## config.mk

```make
export PLATFORM = sky130hd
export DESIGN_NAME = exception_sequencer
export DESIGN_NICKNAME = d
export VERILOG_FILES = /design/src/rtl/exception_sequencer.sv
export SDC_FILE = /design/constraint.sdc
export NUM_CORES = 1
export LEC_CHECK = 0
export ABC_CLOCK_PERIOD_IN_PS = 2600
export BUFFER_PORTS_ARGS = -buffer_cell sky130_fd_sc_hd__buf_2
export CORE_ASPECT_RATIO = 0.7
export CORE_MARGIN = 2
export CORE_UTILIZATION = 45
export CTS_CLUSTER_DIAMETER = 30
export CTS_CLUSTER_SIZE = 16
export DETAILED_ROUTE_END_ITERATION = 10
export GPL_TIMING_DRIVEN = 0
export PLACE_DENSITY = 0.76
export RECOVER_POWER = 25
export SLEW_MARGIN = 0
export SYNTH_ARGS = -nofsm -noshare
export SYNTH_HDL_FRONTEND = slang
export SYNTH_SLANG_ARGS = --single-unit
```

## constraint.sdc

```tcl
create_clock -name clk -period 2.6 [get_ports clk]
set_clock_uncertainty 0.05 [all_clocks]
set_input_delay 0.26 -clock clk [delete_from_list [all_inputs] [get_ports clk]]
set_output_delay 0.26 -clock clk [all_outputs]
set_load 0.005 [all_outputs]
```

## src/rtl/exception_sequencer.sv

```systemverilog
// Exception entry controller: picks the cause, saves EPC and Cause, fetches
// the handler byte from 253..255 and loads it into the PC while stalling control.
module exception_sequencer #(
  parameter logic [31:0] PC_OFFSET   = 32'd4,
  parameter int          MEM_LATENCY = 1
) (
  input  logic        clk,
  input  logic        reset,
  input  logic        invalid_opcode,
  input  logic        overflow,
  input  logic        div_by_zero,
  input  logic [31:0] pc_current,
  input  logic [31:0] mem_rdata,
  output logic        busy,
  output logic [1:0]  exception_cause_sel,
  output logic        cause_write,
  output logic        epc_write,
  output logic [31:0] epc_data,
  output logic        mem_read,
  output logic [31:0] mem_addr,
  output logic        pc_write,
  output logic [31:0] pc_next,
  output logic        dropped_exception
);

  typedef enum logic [1:0] {
    ST_IDLE  = 2'b00,
    ST_SAVE  = 2'b01,
    ST_FETCH = 2'b10,
    ST_JUMP  = 2'b11
  } state_t;

  localparam logic [3:0]  LAT_RELOAD   = 4'(MEM_LATENCY - 1);
  localparam logic [31:0] HANDLER_BASE = 32'd253;

  // Fixed priority: invalid opcode, then overflow, then divide-by-zero.
  function automatic logic [1:0] pick_cause(input logic inv, input logic ovf);
    logic [1:0] sel;
    if (inv) begin
      sel = 2'b00;
    end else if (ovf) begin
      sel = 2'b01;
    end else begin
      sel = 2'b10;
    end
    return sel;
  endfunction

  state_t      state_q, state_d;
  logic [1:0]  cause_q, cause_d;
  logic [31:0] epc_q, epc_d;
  logic [3:0]  cnt_q, cnt_d;
  logic [7:0]  byte_q, byte_d;
  logic        dropped_q, dropped_d;

  logic        busy_q, busy_d;
  logic        cause_write_q, cause_write_d;
  logic        epc_write_q, epc_write_d;
  logic [31:0] epc_data_q, epc_data_d;
  logic        mem_read_q, mem_read_d;
  logic [31:0] mem_addr_q, mem_addr_d;
  logic        pc_write_q, pc_write_d;
  logic [31:0] pc_next_q, pc_next_d;

  logic        any_flag_s;
  logic        unused_rdata_s;

  assign any_flag_s     = invalid_opcode | overflow | div_by_zero;
  assign unused_rdata_s = ^mem_rdata[31:8];

  // Next-state logic: sequence progression, cause/EPC latching, drop tracking.
  always_comb begin
    state_d   = state_q;
    cause_d   = cause_q;
    epc_d     = epc_q;
    cnt_d     = cnt_q;
    byte_d    = byte_q;
    dropped_d = dropped_q;
    case (state_q)
      ST_IDLE: begin
        if (any_flag_s) begin
          state_d = ST_SAVE;
          cause_d = pick_cause(invalid_opcode, overflow);
          epc_d   = pc_current - PC_OFFSET;
        end else begin
          state_d = ST_IDLE;
        end
      end
      ST_SAVE: begin
        state_d = ST_FETCH;
        cnt_d   = LAT_RELOAD;
      end
      ST_FETCH: begin
        if (cnt_q == 4'd0) begin
          state_d = ST_JUMP;
          byte_d  = mem_rdata[7:0];
        end else begin
          cnt_d = cnt_q - 4'd1;
        end
      end
      ST_JUMP: begin
        state_d = ST_IDLE;
      end
      default: begin
        state_d = ST_IDLE;
      end
    endcase
    // Any flag seen outside IDLE is lost; remember that it happened.
    if ((state_q != ST_IDLE) && any_flag_s) begin
      dropped_d = 1'b1;
    end else begin
      dropped_d = dropped_d;
    end
  end

  // Output decode from the upcoming state so every output leaves a flop.
  always_comb begin
    busy_d        = 1'b0;
    cause_write_d = 1'b0;
    epc_write_d   = 1'b0;
    epc_data_d    = 32'd0;
    mem_read_d    = 1'b0;
    mem_addr_d    = 32'd0;
    pc_write_d    = 1'b0;
    pc_next_d     = 32'd0;
    case (state_d)
      ST_IDLE: begin
        busy_d = 1'b0;
      end
      ST_SAVE: begin
        busy_d        = 1'b1;
        cause_write_d = 1'b1;
        epc_write_d   = 1'b1;
        epc_data_d    = epc_d;
        mem_addr_d    = HANDLER_BASE + {30'd0, cause_d};
      end
      ST_FETCH: begin
        busy_d     = 1'b1;
        mem_read_d = 1'b1;
        epc_data_d = epc_d;
        mem_addr_d = HANDLER_BASE + {30'd0, cause_d};
      end
      ST_JUMP: begin
        busy_d     = 1'b1;
        pc_write_d = 1'b1;
        epc_data_d = epc_d;
        mem_addr_d = HANDLER_BASE + {30'd0, cause_d};
        pc_next_d  = {24'd0, byte_d};
      end
      default: begin
        busy_d = 1'b0;
      end
    endcase
  end

  // State, context and output registers with synchronous reset.
  always_ff @(posedge clk) begin
    if (reset) begin
      state_q       <= ST_IDLE;
      cause_q       <= 2'b00;
      epc_q         <= 32'd0;
      cnt_q         <= 4'd0;
      byte_q        <= 8'd0;
      dropped_q     <= 1'b0;
      busy_q        <= 1'b0;
      cause_write_q <= 1'b0;
      epc_write_q   <= 1'b0;
      epc_data_q    <= 32'd0;
      mem_read_q    <= 1'b0;
      mem_addr_q    <= 32'd0;
      pc_write_q    <= 1'b0;
      pc_next_q     <= 32'd0;
    end else begin
      state_q       <= state_d;
      cause_q       <= cause_d;
      epc_q         <= epc_d;
      cnt_q         <= cnt_d;
      byte_q        <= byte_d;
      dropped_q     <= dropped_d;
      busy_q        <= busy_d;
      cause_write_q <= cause_write_d;
      epc_write_q   <= epc_write_d;
      epc_data_q    <= epc_data_d;
      mem_read_q    <= mem_read_d;
      mem_addr_q    <= mem_addr_d;
      pc_write_q    <= pc_write_d;
      pc_next_q     <= pc_next_d;
    end
  end

  assign busy                = busy_q;
  assign exception_cause_sel = cause_q;
  assign cause_write         = cause_write_q;
  assign epc_write           = epc_write_q;
  assign epc_data            = epc_data_q;
  assign mem_read            = mem_read_q;
  assign mem_addr            = mem_addr_q;
  assign pc_write            = pc_write_q;
  assign pc_next             = pc_next_q;
  assign dropped_exception   = dropped_q;

endmodule

```

==> impl_results.md <==
* Status: completed
* Design area at between 0.005 and 0.006 mm²
* DR DRC count at 0
* YS warnings at 0
* Postcts setup bufs at 0
* Seq/Total Area, Yosys at between 40 and 50%
* Slew Limit Headroom at between 20% and 30%
* HP Class: input pin to flop
* Met2 Wirelength at between 4000 and 5000 µm
* Commonest non-fill, non-tap cell in the layout: dfxtp_1
* WL met1 at 4380 µm
* DP HPWL at 7260 µm
* Worst-path clk slew at 0.07 ns
* Power density cells at ~850 mW/mm²
* Tot GR Track Use at 19.9%
* CP required at between 2 and 3 ns
* Cell count after synthesis at 451
* Post-synth EDFFs at 0
* Critical path class: input pin to flop
* Layout net count at between 600 and 700
* Port Buffer Count at 100
* Peak supply drop at about 0.37 mV
* Vias at about 3500
* Final Slew Violations at 0
* Synth Area per Inst at about 9 µm²
* DIE AREA at between 0.009 and 0.01 mm²
* Startpoint types: input pin
* Top cells by area, synth: dfxtp_1 (48%), buf_4 (9.8%), nor2_1 (7.3%), nor3_1 (5.0%), a211oi_1 (3.7%)
* Max_cap viols at 0
* Static leakage at approximately 0.0023 µW
* Metal3 WL at just over 700 µm
* Final Wtd Congestion at 0.859
* Root buf cell: clkbuf_16
* RSZ-0062 raised after global routing: no
* Total grt overflow at 0
* Initial DRC Count at 190
* Ys async rst share at 0%
* Placed insts at between 700 and 800
* Fin util at 60.1%
* Filler instances at between 700 and 800
* Non-Filler Instances at roughly 730
* H-tree level count at 3
* Routed Wire Length at ~9600 µm
* Endpoint class of the critical path: flop
* Largest net degree at the start of global routing at 19
* Buffer levels on the longest clock path at 2
* Worst EP arrival at between 2 and 3 ns
* ANT cells at 0
* Synth-to-layout area growth at 27.5%
* TritonRoute pass-1 iters at 5
* Period utilization at about nine tenths
* TritonCTS buffer count at 9
* Insertion delay of the later-clocked pin in the worst-skew pair at between 0.3 and 0.4 ns
* Post-synthesis register bit count at between 90 and 100
* Final-report setup violation count at 0
* Share of cells above drive strength 1 at between 20% and 30%
* Top cell type's share of synthesized area at roughly half
* Top sig layer: met4
* Die height at about 83 µm
* DRT antenna net count at 0
* Post-CTS Hold Fix Bufs at 0
* Total core area at between 0.008 and 0.009 mm²
* Worst slew pin tran at about 1.1 ns
* Cell accounting for the most synthesized area: dfxtp_1
* WL/cell at around 13 µm
* Placed standard-cell area at a little under 0.005 mm²
* Endpoints failing hold at 0
* Most frequent cells in the layout: dfxtp_1 (97), nor2_1 (79), buf_2 (78)
* Setup WS post-layout at around 0.21 ns
* First-pass GRT wire length at around 15000 µm
* Initial antenna violation count at 0
* Unique masters post-synth at 38
* Drt via density at about 4.8
* CTS tree: built
* Top_reg_cell synth: dfxtp_1
* Sink Count at 97
* Vias in the first global route at 3212
* Cell Area, Synth at between 0.004 and 0.005 mm²
* Maximum fanout along the worst path at 10
* Row count at 28
* Min Tclk post-route at between 2 and 2.5 ns
* Ports at around 170
* Post-Place Setup Slack at -0.352 ns
* Fmax at roughly 420 MHz
* Die W at about 120 µm
* Starting Density at roughly 47%
==> critical path, stage by stage <==
cell      delay [ns]
buf_2           0.12
inv_1           0.05
ha_1            0.19
or4b_2          0.61
clkbuf_1        0.25
clkbuf_1        0.30
nor3_1          0.27
xor2_1          0.23
nor2_1          0.08
nor3_1          0.24
==> metal layers <==
| layer | up-vias | global-route usage [%] |
|---|---|---|
| li1 | 1763 | - |
| met4 | 0 | 6.42 |
| met3 | 15 | 5.33 |
| met1 | 1562 | 26.2 |
| met5 | - | 0 |
| met2 | 145 | 31.6 |
==> state kept, by name, summed over array words and instances (netlist names) <==
signal and cells:
byte_q 8, mem_addr 4, epc_write 1, pc_write 1, dropped_exception 1, state_q 2
mem_read 1, cnt_q 4, epc_data 32, busy 1, epc_q 32, exception_cause_sel 2
pc_next 8
==> final cells by class <==
type                    instances  area, µm²  share of cell area, %
flip-flops and latches         97       1940                   37.7
well taps                     120        150                   2.91
clock buffers                   9        225                   4.37
plain buffers                  76        497                   9.63
repair buffers                100        473                   9.17
inverters                      13       48.8                  0.946
multi-input cells             311       1740                   33.7
clock inverters                 7       83.8                   1.63
==> stage by stage <==
stage	total power [µW]	hold WS (ns)	TNS, ns
2_1_floorplan	2600	0.373	0
6_report	4360	0.120	0
5_1_grt	4620	0.131	0
3_3_place_gp	2990	0.404	-7.42
3_5_place_dp	3020	0.409	-9.13
4_1_cts	4390	0.112	0
==> Yosys cell counts (5+ instances only) <==
master / instances
dfxtp_1: 97
nor2_1: 79
buf_4: 53
nor3_1: 40
clkbuf_1: 22
a211oi_1: 20
a21oi_1: 17
inv_1: 13
nor4_1: 13
mux2i_1: 12
xnor2_1: 10
ha_1: 6
nor2b_1: 6
or3_1: 6
o21ai_0: 5
xor2_1: 5
==> report_power, final <==
group | internal (µW) | switching [µW] | total, µW
registers | 1780 | 85.2 | 1860
clock network | 765 | 604 | 1370
logic | 460 | 669 | 1130
==> cells by family after synthesis <==
family          Yosys count  synth area share [%]
xor+xnor                 15                  3.25
simple gates            172                  20.7
buf+inv                  89                  13.4
flops                    97                  48.0
other cells               1                0.0928
mux                      12                  2.97
compound gates           59                  9.69
fa+ha+maj                 6                  1.86
==> timing repair <==
action                     in CTS  in global routing
resized for setup               2                  6
setup endpoints to repair      30                 21
pin swaps                       0                  0
==> final timing paths <==
| path | from | endpoint | slack [ns] | cells past startpoint |
|---|---|---|---|---|
| setup / recovery | pc_current[2] | epc_q[12]$_SDFF_PP0_ | 0.21 | 10 |
| setup reg to reg | state_q[0]$_SDFF_PP0_ | epc_data[20]$_SDFF_PP0_ | 0.22 | 8 |
| hold reg to reg | dropped_exception$_SDFFE_PP0P_ | dropped_exception$_SDFFE_PP0P_ | 0.42 | 2 |
| hold / removal | pc_current[1] | epc_q[1]$_SDFF_PP0_ | 0.12 | 3 |
(Power assumes the default switching activity.)
